File: config.mk
export PLATFORM = sky130hd
export DESIGN_NAME = debug_trace_buffer_flat
export DESIGN_NICKNAME = d
export VERILOG_FILES = /design/src/rtl/debug_trace_buffer_if.sv /design/src/rtl/debug_trace_buffer.sv /design/src/flat_wrapper.sv
export SDC_FILE = /design/constraint.sdc
export NUM_CORES = 1
export LEC_CHECK = 0
export ABC_AREA = 1
export ABC_CLOCK_PERIOD_IN_PS = 4500
export BUFFER_PORTS_ARGS = -buffer_cell sky130_fd_sc_hd__buf_2
export CORE_MARGIN = 8
export CORE_UTILIZATION = 35
export CTS_CLUSTER_DIAMETER = 50
export CTS_CLUSTER_SIZE = 20
export DETAILED_ROUTE_END_ITERATION = 7
export HOLD_SLACK_MARGIN = 0.12
export PLACE_DENSITY = 0.57
export SKIP_CTS_REPAIR_TIMING = 1
export SYNTH_ARGS = -nofsm -noshare
export SYNTH_HDL_FRONTEND = slang
export SYNTH_SLANG_ARGS = --single-unit
File: constraint.sdc
create_clock -name clk -period 4.5 [get_ports clk]
set_input_delay 0.225 -clock clk [delete_from_list [all_inputs] [get_ports clk]]
set_output_delay 0.225 -clock clk [all_outputs]
set_load 0.03 [all_outputs]
File: src/rtl/debug_trace_buffer_if.sv
// Bus bundle for the debug trace buffer: core writeback capture port, trace
// output stream and status. The design side uses the slave modport.
interface debug_trace_buffer_if #(
  parameter int DEPTH  = 16,
  parameter int DROP_W = 16
);
  logic                     debug_reg_write_en;
  logic [4:0]               debug_reg_write_addr;
  logic [31:0]              debug_reg_write_data;
  logic [31:0]              debug_pc_addr;

  // Stream: the head record transfers on a rising edge where out_valid and
  // out_ready are both 1; while out_valid=1 and out_ready=0 the head holds.
  logic                     out_valid;
  logic                     out_ready;
  logic [31:0]              out_pc;
  logic [4:0]               out_addr;
  logic [31:0]              out_data;

  logic [$clog2(DEPTH):0]   level;
  logic [DROP_W-1:0]        drop_count;
  logic                     halt;
  logic [1:0]               dbg_state;

  modport master (
    output debug_reg_write_en, debug_reg_write_addr, debug_reg_write_data,
           debug_pc_addr, out_ready,
    input  out_valid, out_pc, out_addr, out_data, level, drop_count, halt,
           dbg_state
  );

  modport slave (
    input  debug_reg_write_en, debug_reg_write_addr, debug_reg_write_data,
           debug_pc_addr, out_ready,
    output out_valid, out_pc, out_addr, out_data, level, drop_count, halt,
           dbg_state
  );
endinterface

File: src/rtl/debug_trace_buffer.sv
// Captures architectural register writes into a FWFT FIFO, drains them over a
// valid/ready stream, and raises halt once the end-of-program sentinel drains.
module debug_trace_buffer #(
  parameter int          DEPTH     = 16,
  parameter logic [31:0] HALT_DATA = 32'habcd0000,
  parameter int          DROP_W    = 16
) (
  input logic                 clk,
  input logic                 rst,
  debug_trace_buffer_if.slave bus
);
  localparam int AW = $clog2(DEPTH);
  localparam int LW = AW + 1;

  typedef enum logic [1:0] {
    ST_RUN   = 2'd0,
    ST_DRAIN = 2'd1,
    ST_DONE  = 2'd2
  } state_e;

  state_e            state_q, state_d;
  logic [AW-1:0]     wr_ptr_q, wr_ptr_d;
  logic [AW-1:0]     rd_ptr_q, rd_ptr_d;
  logic [LW-1:0]     level_q, level_d;
  logic [DROP_W-1:0] drop_q, drop_d;
  logic              halt_q, halt_d;

  logic [31:0]       pc_mem   [DEPTH];
  logic [4:0]        addr_mem [DEPTH];
  logic [31:0]       data_mem [DEPTH];

  logic              capture, full, valid, pop, push, drop;

  always_comb begin
    valid    = (level_q != '0);
    full     = (level_q == LW'(DEPTH));
    capture  = bus.debug_reg_write_en && (bus.debug_reg_write_addr != 5'd0) &&
               (state_q == ST_RUN);
    pop      = valid && bus.out_ready;
    // A full FIFO still accepts a capture when the head leaves on the same edge.
    push     = capture && (!full || pop);
    drop     = capture && full && !pop;

    wr_ptr_d = push ? wr_ptr_q + AW'(1) : wr_ptr_q;
    rd_ptr_d = pop  ? rd_ptr_q + AW'(1) : rd_ptr_q;
    level_d  = level_q + LW'(push) - LW'(pop);
    drop_d   = (drop && (drop_q != '1)) ? drop_q + DROP_W'(1) : drop_q;

    state_d  = state_q;
    halt_d   = halt_q;
    case (state_q)
      ST_RUN: begin
        // The sentinel ends capture even if it was itself dropped for overflow.
        if (capture && (bus.debug_reg_write_data == HALT_DATA)) state_d = ST_DRAIN;
      end
      ST_DRAIN: begin
        if (level_q == '0) begin
          state_d = ST_DONE;
          halt_d  = 1'b1;
        end
      end
      ST_DONE:  halt_d = 1'b1;
      default:  state_d = ST_RUN;
    endcase
  end

  always_ff @(posedge clk) begin
    if (rst) begin
      state_q  <= ST_RUN;
      wr_ptr_q <= '0;
      rd_ptr_q <= '0;
      level_q  <= '0;
      drop_q   <= '0;
      halt_q   <= 1'b0;
    end else begin
      state_q  <= state_d;
      wr_ptr_q <= wr_ptr_d;
      rd_ptr_q <= rd_ptr_d;
      level_q  <= level_d;
      drop_q   <= drop_d;
      halt_q   <= halt_d;
    end
  end

  // Storage needs no reset: the head fields are masked to 0 while empty.
  always_ff @(posedge clk) begin
    if (push && !rst) begin
      pc_mem[wr_ptr_q]   <= bus.debug_pc_addr;
      addr_mem[wr_ptr_q] <= bus.debug_reg_write_addr;
      data_mem[wr_ptr_q] <= bus.debug_reg_write_data;
    end
  end

  assign bus.out_valid  = valid;
  assign bus.out_pc     = valid ? pc_mem[rd_ptr_q]   : 32'd0;
  assign bus.out_addr   = valid ? addr_mem[rd_ptr_q] : 5'd0;
  assign bus.out_data   = valid ? data_mem[rd_ptr_q] : 32'd0;
  assign bus.level      = level_q;
  assign bus.drop_count = drop_q;
  assign bus.halt       = halt_q;
  assign bus.dbg_state  = state_q;
endmodule

File: src/flat_wrapper.sv
// flat-port wrapper written by rule: the top's interface ports become plain ports
module debug_trace_buffer_flat 
#(
  parameter int          DEPTH     = 16,
  parameter logic [31:0] HALT_DATA = 32'habcd0000,
  parameter int          DROP_W    = 16
)
  (clk, rst, bus_debug_reg_write_en, bus_debug_reg_write_addr, bus_debug_reg_write_data, bus_debug_pc_addr, bus_out_ready, bus_out_valid, bus_out_pc, bus_out_addr, bus_out_data, bus_level, bus_drop_count, bus_halt, bus_dbg_state);
  debug_trace_buffer_if #(.DEPTH(DEPTH), .DROP_W(DROP_W)) bus_i ();
  input logic clk;
  input logic rst;
  input wire logic [$bits(bus_i.debug_reg_write_en)-1:0] bus_debug_reg_write_en;
  input wire logic [$bits(bus_i.debug_reg_write_addr)-1:0] bus_debug_reg_write_addr;
  input wire logic [$bits(bus_i.debug_reg_write_data)-1:0] bus_debug_reg_write_data;
  input wire logic [$bits(bus_i.debug_pc_addr)-1:0] bus_debug_pc_addr;
  input wire logic [$bits(bus_i.out_ready)-1:0] bus_out_ready;
  output wire logic [$bits(bus_i.out_valid)-1:0] bus_out_valid;
  output wire logic [$bits(bus_i.out_pc)-1:0] bus_out_pc;
  output wire logic [$bits(bus_i.out_addr)-1:0] bus_out_addr;
  output wire logic [$bits(bus_i.out_data)-1:0] bus_out_data;
  output wire logic [$bits(bus_i.level)-1:0] bus_level;
  output wire logic [$bits(bus_i.drop_count)-1:0] bus_drop_count;
  output wire logic [$bits(bus_i.halt)-1:0] bus_halt;
  output wire logic [$bits(bus_i.dbg_state)-1:0] bus_dbg_state;
  assign bus_i.debug_reg_write_en = bus_debug_reg_write_en;
  assign bus_i.debug_reg_write_addr = bus_debug_reg_write_addr;
  assign bus_i.debug_reg_write_data = bus_debug_reg_write_data;
  assign bus_i.debug_pc_addr = bus_debug_pc_addr;
  assign bus_i.out_ready = bus_out_ready;
  assign bus_out_valid = bus_i.out_valid;
  assign bus_out_pc = bus_i.out_pc;
  assign bus_out_addr = bus_i.out_addr;
  assign bus_out_data = bus_i.out_data;
  assign bus_level = bus_i.level;
  assign bus_drop_count = bus_i.drop_count;
  assign bus_halt = bus_i.halt;
  assign bus_dbg_state = bus_i.dbg_state;
  debug_trace_buffer #(.DEPTH(DEPTH), .HALT_DATA(HALT_DATA), .DROP_W(DROP_W)) u_core (.clk(clk), .rst(rst), .bus(bus_i));
endmodule
======== Word-level counts from Yosys, hierarchy flattened ========
Memory sizes are Yosys's and may differ from the RTL's. A register that Yosys moved wholly into a read port is not among the register bits.
Cells that the tools add are included.
storage, ports and cells
  register bits ........................... 32
  bits in latches ......................... 0
  RAM bits ................................ 1104
  bits in read-only memories .............. 0
  input bits .............................. 73
  word-level logic and storage cells ...... 58
  memories kept ........................... 3
memories
  name             depth  width  rd ports  clocked after Yosys merged registers in  write ports  RTL line                  RTL
  u_core.data_mem  16     32     1         1                                        1            debug_trace_buffer.sv:30  logic [31:0] data_mem [DEPTH];
  u_core.pc_mem    16     32     1         1                                        1            debug_trace_buffer.sv:28  logic [31:0] pc_mem [DEPTH];
  u_core.addr_mem  16     5      1         1                                        1            debug_trace_buffer.sv:29  logic [4:0] addr_mem [DEPTH];
cells by class
  add/subtract/negate cells ............... 5
  multipliers ............................. 0
  divide/modulo/power cells ............... 0
  order comparisons ....................... 0
  eq/ne operators ......................... 7
  shifts and indexed selects .............. 0
  muxes and demuxes ....................... 16
  bitwise operators ....................... 1
  reduce and logical (&&, ||, !) cells .... 20
operator list
  cell                                                                      number
  32-bit 2-to-1 mux                                                         2
  32-bit == test (second input constant)                                    1
  4-bit 2-to-1 mux                                                          6
  16-bit by 1-bit adder with 16-bit output (second input constant)          1
  16-bit inequality test (second input constant)                            1
  5-bit nonzero test                                                        2
  1-bit logical AND                                                         9
  4-bit by 1-bit adder with 4-bit output (second input constant)            2
  2-bit case mux with 3 select lines                                        1
  5-bit by 1-bit adder with 5-bit output                                    1
  5-bit == test (second input constant)                                     1
  5-bit logical NOT                                                         1
  5-bit 2-to-1 mux                                                          1
  5-bit by 1-bit subtractor with 5-bit output                               1
  2-bit 2-to-1 mux                                                          2
  1-bit logical NOT                                                         3
  1-bit 2-to-1 mux                                                          3
  3-bit AND reduction                                                       1
  2-bit by 1-bit == test with 1-bit output (second input constant)          1
  2-bit == test (second input constant)                                     1
  2-bit logical NOT                                                         1
  2-bit by 1-bit inequality test with 1-bit output (second input constant)  1
  2-bit inequality test (second input constant)                             1
  1-bit case mux with 2 select lines                                        1
  other kinds (4)                                                           4

======== Logic depth before layout (Yosys ltp) ========
Gate-level depths: netlist of the first run.
  depth in word-level cells ............... 7
  mapped depth ............................ 13

======== Least setup slack after synthesis of the first run ========
No wires, ideal clock.
  path type ............................... register -> register
  from .................................... reg u_core.level_q[2] (netlist: u_core.bus.level[2])
  to ...................................... mem u_core.addr_mem[11][0] (enable)
  library setup time ...................... 0.497 ns
  data arrival time ....................... 4.225 ns
  required time ........................... 4.003 ns
  slack ................................... -0.222 ns
  stages on the path, launching flop included .. 8
  period minus slack after synthesis ...... 4.722 ns
  cells stage by stage .................... dfxtp_1 -> inv_1 -> ha_1 -> nand3_1 -> nand2_1 -> inv_1 -> nand2_1 -> nor2_1
on the way
  cells in the longest elaborated chain, start to end .. 7
RTL lines
  item                                                    RTL line                                            RTL
  start: declaration                                      debug_trace_buffer.sv:24                            logic [LW-1:0] level_q, level_d;
  start signal: assignment                                debug_trace_buffer.sv:79                            level_q <= level_d;
  5-bit == test or 5-bit nonzero test (tied branches)     debug_trace_buffer.sv:36, debug_trace_buffer.sv:35
  1-bit logical NOT or 1-bit logical AND (tied branches)  debug_trace_buffer.sv:41, debug_trace_buffer.sv:39
  1-bit logical OR *                                      debug_trace_buffer.sv:41                            push = capture && (!full || pop);
  1-bit logical AND *                                     debug_trace_buffer.sv:41
  1-bit logical AND *                                     debug_trace_buffer.sv:87                            if (push && !rst) begin
  1-bit 2-to-1 mux *                                      debug_trace_buffer.sv:87
  1-bit 2-to-1 mux (not written as such) *                debug_trace_buffer.sv:89                            addr_mem[wr_ptr_q] <= bus.debug_reg_write_addr;
  end: declaration                                        debug_trace_buffer.sv:29
Every way passes the cells marked *; elsewhere a longest branch is shown, timed or not.

==> results of run 1 <==
cell families (layout without fill, tap and decap cells):
family / Yosys count / after routing / synth area share, %
and+or+nand+nor: 1278 / 1278 / 11.3
DFF: 1140 / 1140 / 74.5
AOI/OAI and AO/OA: 870 / 870 / 10.7
buffers and inverters: 282 / 538 / 2.87
adders and majority gates: 13 / 13 / 0.374
xor gates and xnor gates: 11 / 11 / 0.212
other: 0 / 2 / 0
path summary, 6_finish.rpt:
kind	start	end	slack (ns)	cells after the start
min	bus_debug_reg_write_en	u_core.bus.dbg_state[0]$_SDFFE_PP0P_	0.24	6
min reg2reg	u_core.rd_ptr_q[2]$_SDFFE_PP0P_	u_core.rd_ptr_q[2]$_SDFFE_PP0P_	0.49	2
max	register	bus_out_pc[27]	0.86	6
max reg2reg	u_core.bus.level[3]$_SDFF_PP0_	u_core.bus.level[4]$_SDFF_PP0_	1.55	13
layout make-up:
cell class              count  area share (%)
diodes                      2         0.00951
clock buffers             116            5.19
clock inverters            84            1.83
inverters                  43           0.354
multi-input cells        2172            19.8
flip-flops and latches   1140            64.4
well taps                1742            4.14
repair buffers            295            4.33
registers in the layout, indices dropped and copies added (netlist names), named ones only:
name                   cells
u_core.data_mem          512
u_core.pc_mem            512
u_core.addr_mem           80
u_core.bus.drop_count     16
u_core.bus.level           5
u_core.rd_ptr_q            4
u_core.wr_ptr_q            4
u_core.bus.dbg_state       2
u_core.bus.halt            1
cell usage after synthesis:
master    number
edfxtp_1    1104
nor2_1       957
o21ai_0      365
nand3_1      229
o211ai_1     207
o21ai_1      201
clkbuf_1     144
a21oi_1       96
nand2_1       73
buf_2         40
inv_1         38
dfxtp_1       36
buf_4         22
buf_1         18
buf_6         15
ha_1          12
nand4_1        9
xor2_1         7
nor3b_1        4
xnor2_1        4
clkinv_1       3
nor3_1         3
inv_2          2
nand3b_1       2
and2_1         1
fa_1           1
o31ai_1        1
power by group through the flow:
stage               Combinational [mW]  Clock [mW]  Sequential, mW
finish                            6.19        9.43            11.9
CTS                               6.24        9.62            11.9
floorplan                         4.21           0            12.1
global placement                  6.20           0            12.1
global route                      6.84        9.98            11.9
detailed placement                6.22           0            12.1
per-stage QoR:
step / power (mW) / utilization (%) / hold WS (ns)
floorplan: 16.3 / - / 0.324
CTS: 27.8 / 40.2 / -0.176
finish: 27.5 / 40.7 / 0.245
global placement: 18.3 / 37.3 / 0.474
detailed placement: 18.3 / 37.3 / 0.488
global route: 28.7 / 40.7 / 0.275
worst max-delay path, cell delays in order (launching register included):
cell	delay (ns)
dfxtp_4	0.76
inv_6	0.43
buf_4	0.46
o211ai_1	0.16
nand3_1	0.19
a21oi_1	0.30
buf_2	0.26
cell usage in the layout (no fill, tap or decap), types with 16 or more instances in the layout:
cell              n
edfxtp_1       1104
nor2_1          941
o21ai_0         365
nand3_1         229
o211ai_1        207
o21ai_1         201
buf_2           166
clkbuf_16       108
a21oi_1          96
nand2_1          73
dlygate4sd3_1    71
inv_1            37
buf_4            34
dfxtp_1          32
buf_12           24
nor2_4           16
per-layer routing:
metal / vias to the layer above / share of wire [%] / track usage, %
met5: - / 0 / 0
met4: 0 / 2.6 / 5.25
met3: 144 / 5.2 / 2.79
met2: 710 / 47 / 26.0
met1: 14200 / 45 / 22.1
li1: 13500 / - / -
==> reports/results.tsv, run 1 <==
metric	value	unit
Cell Area, Synth	45500	um^2
crit path DAT	3.41	ns
Final min period	3.64	ns
Die ar.	142000	um^2
register area	33900	um^2
I/O pin count	167	
Post-Syn Instances	3594	
core area	129000	um^2
number of remaining DRC errors	0	
RSZ-0062 raised after global routing	no	
critical path required time	4.28	ns
first-pass GRT wire length	176	mm
placed instance area	48200	um^2
1st-pass router iterations	5	
top cells by area, synth	edfxtp_1, nor2_1, o21ai_0	
Skew-Pair Late Insertion Delay	0.72	ns
Final ANT Viol Nets	0	
Die W	376	um
DRT iter0 DRCs	2536	
CTS tree	built	
initial core utilization	35.2	%
post-route cell area	52600	um^2
share of the synthesized area in the top cell type	72.9	%
Syn-to-layout area delta	15.8	%
Tcrit/Tclk final	80.9	%
Rel. slew slack	32.7	%
Power Density	523	nW/um^2
# Max-Cap Violations	0	
Setup CP Type	register to output pin	
Leak	17.0	nW
Tightest Hold Check Type	primary input to register	
Unique masters post-synth	27	
cts bufs inserted	108	
run status	finished, final reports clean	
register share of total power	43.2	%
yosys warns	0	
final setup fails	0	
wire length per cell	21.2	um
CP Capture Type	output pin	
Setup TNS	0	ns
antenna violations before repair	5	
Root Buffer	clkbuf_16	
vias per cell	5.10	
Critical Path Source Type	register	
switch share	32.3	%
multi-input logic area	10400	um^2
gpl congestion	0.768	
Worst Tran Pin Value	1.01	ns
layout cell share with drive strength beyond 1	11.2	%
Worst Clk Skew	0.0271	ns
post-synthesis register bit count	1140	
Slew Viols, Final	0	
Non-Filler Instances	5594	
GRT Total Usage	16.1	%
DRT Wirelength	119	mm
Comb pwr share	22.5	%
Seq/Total Area, Yosys	74.5	%
dpl cells	5321	
Bufs on Longest Clock Path	3	
setup ws final	0.861	ns
global route total overflow	0	
crit path max fanout	82	
Port-buffer cells	166	
via count	28500	
Clk pwr share	34.3	%
f_max	275	MHz
detailed placement HPWL	61.7	mm
internal power	18.6	mW
vias in the first global route	27700	
Mean Syn Cell Area	12.6	um^2
Max IR drop VDD	0.000290	V
final layout net count	3846	
fillcell total	12000	
P_sw	8.89	mW
Cell Rows	132	
clk sinks	1140	
clock-pin slew on the worst setup and hold paths	0.06	ns
Die Y-Extent	376	um
Post-Syn Nets	3680	
worst slack at placement	1.15	ns
htree depth	3	
Final Hold Vio Count	0	
largest net degree at the start of global routing	166	
post-synth top area cell	edfxtp_1	
Power figures use the tool's default switching activity.
==> inputs of run 2 (changes only) <==
--- a/config.mk
+++ b/config.mk
@@ -6,7 +6,7 @@
 export NUM_CORES = 1
 export LEC_CHECK = 0
 export ABC_AREA = 1
-export ABC_CLOCK_PERIOD_IN_PS = 4500
+export ABC_CLOCK_PERIOD_IN_PS = 3150
 export BUFFER_PORTS_ARGS = -buffer_cell sky130_fd_sc_hd__buf_2
 export CORE_MARGIN = 8
 export CORE_UTILIZATION = 35
==> constraint.sdc (replaced) <==
create_clock -name clk -period 3.15 [get_ports clk]
set_input_delay 0.1575 -clock clk [delete_from_list [all_inputs] [get_ports clk]]
set_output_delay 0.1575 -clock clk [all_outputs]
set_load 0.03 [all_outputs]
==> run 2 against run 1 <==
Utilization increased by 1.3 points. Worst hold slack gained 0.045 ns. Global-route usage grew 1.1 points. Power rose by 49%. Wire length is 8.9% higher.
==> reports/results.tsv, run 2 (synthesized netlist as in run 1, its figures left out) <==
metric	value	unit	change
Die ar.	142000	um^2	unchanged
wire length per cell	22.6	um	+6.6%
crit path DAT	2.91	ns	-0.50 ns
dpl cells	5411		+1.7%
Critical Path Source Type	register		
DRT iter0 DRCs	2669		+5.2%
crit path max fanout	35		-57%
critical path cell sequence	clkinv_8 -> buf_16 -> buf_4 -> o21ai_0 -> o211ai_1 -> nand3_1 -> a21oi_1 -> buf_2		
WHS Path Cells	7		+1
detailed placement HPWL	72.7	mm	+18%
initial core utilization	35.2	%	unchanged
Rel. slew slack	47.9	%	+15 points
vias per cell	5.21		+2.2%
post-route cell area	54300	um^2	+3.2%
Worst Tran Pin Value	0.780	ns	-0.229 ns
run status	finished, final reports clean		
Max IR drop VDD	0.000474	V	+63%
Critical-path top delay cell	dfxtp_4		
Max stage delay on crit path	0.51	ns	-0.25 ns
hold_sp	bus_debug_reg_write_en		
setup ws final	0.0843	ns	-0.777 ns
Non-Filler Instances	5710		+2.1%
Bufs on Longest Clock Path	3		unchanged
Tightest Hold Check Type	primary input to register		
Final Hold Vio Count	0		unchanged
Die Y-Extent	376	um	unchanged
total power	40.9	mW	+49%
critical path required time	2.99	ns	-1.29 ns
CTS tree	built		
Port-buffer cells	166		unchanged
CP top delay family	buffers and inverters		
layout cell share with drive strength beyond 1	14.4	%	+3.2 points
Final ANT Viol Nets	0		unchanged
Power Density	752	nW/um^2	+44%
global route total overflow	0		unchanged
Die W	376	um	unchanged
RSZ-0062 raised after global routing	yes		
reg2reg path depth	13		unchanged
final setup fails	0		unchanged
Stages on worst setup path	8		+2
worst slack at placement	0.181	ns	-0.967 ns
Setup CP Type	register to output pin		
WP buf/inv	4		+1
Tcrit/Tclk final	97.3	%	
Skew-Pair Late Insertion Delay	0.73	ns	about the same
Leak	17.9	nW	+4.8%
largest net degree at the start of global routing	123		-26%
CP Capture Type	output pin		
Final min period	3.07	ns	
# Max-Cap Violations	0		unchanged
number of remaining DRC errors	0		unchanged
vias in the first global route	28300		+2.2%
final layout net count	3957		+2.9%
Syn-to-layout area delta	19.5	%	
antenna violations before repair	2		-3
clk sinks	1140		unchanged
via count	29800		+4.3%
ant diodes	0		-2
Root Buffer	clkbuf_16		
1st-pass router iterations	7		+2
clock-pin slew on the worst setup and hold paths	0.07	ns	about the same
Regs by FF count	u_core.data_mem (512), u_core.pc_mem (512), u_core.addr_mem (80)		
Slew Viols, Final	0		unchanged
most frequent cells in the layout	edfxtp_1, nor2_1, o21ai_0, nand3_1, o211ai_1		
placed instance area	49400	um^2	+2.4%
htree depth	3		unchanged
reg-to-reg startpoint	u_core.bus.level[3]$_SDFF_PP0_		
Cell Rows	132		unchanged
gpl congestion	0.793		+3.2%
I/O pin count	167		unchanged
Worst Clk Skew	0.0301	ns	+0.00301 ns
first-pass GRT wire length	187	mm	+5.8%
commonest non-fill, non-tap cell in the layout	edfxtp_1		
GRT Total Usage	17.2	%	+1.1 points
cts bufs inserted	109		+0.93%
DRT Wirelength	129	mm	+8.9%
core area	129000	um^2	unchanged
f_max	326	MHz	
## run 2: cell count changes in the layout (fill, tap and decap cells not counted), moves of 5 or more
cell,change
clkinv_2,-6
bufinv_16,-6
clkbuf_16,+11
buf_6,+8
inv_8,+5
a21oi_2,+15
buf_16,+9
buf_12,+29
inv_6,+12
buf_4,+55
a21oi_1,-15
## run 2: worst paths after layout
kind         slack (ns)                               to
max                0.08                  bus_out_data[4]
min                0.29  u_core.wr_ptr_q[0]$_SDFFE_PP0N_
max reg2reg        0.29   u_core.bus.level[4]$_SDFF_PP0_
min reg2reg        0.47                         register
## run 2: per-layer routing
layer	global-route usage, %	wire, um
met1	24.1	57000
met2	27.0	60200
met4	6.21	3910
met5	0	0
met3	2.74	8000
## run 2: through the flow
step	hold WS, ns	util, %	setup TNS, ns
floorplan	0.256	-	-494.31
global placement	0.446	38.2	0
detailed placement	0.450	38.2	0
CTS	-0.222	41.2	-6.33
global route	0.333	42.1	-0.360
finish	0.290	42.1	0
## run 2: power by group
group          internal, mW  switching [mW]  leakage [nW]
combinational          3.00            7.15          5.79
clock                  7.30            6.46          1.85
sequential             16.8           0.128          10.2
total                  27.1            13.7          17.9
## run 2: worst min-delay path, delay by kind of cell
kind,cells,cell delay [ns]
buf+inv,3,0.31
simple gates,3,0.39
compound gates,1,0.09
## run 2: area by class of cell
| class | instances | area (um^2) |
|---|---|---|
| timing repair buffer | 403 | 3760 |
| timing repair inverter | 2 | 27.5 |
| inverter | 43 | 213 |
| multi-input combinational | 2172 | 10500 |
| clock buffer | 117 | 2840 |
| fill | 11900 | 74800 |
| sequential | 1140 | 33900 |
| clock inverter | 91 | 961 |
| tap | 1742 | 2180 |
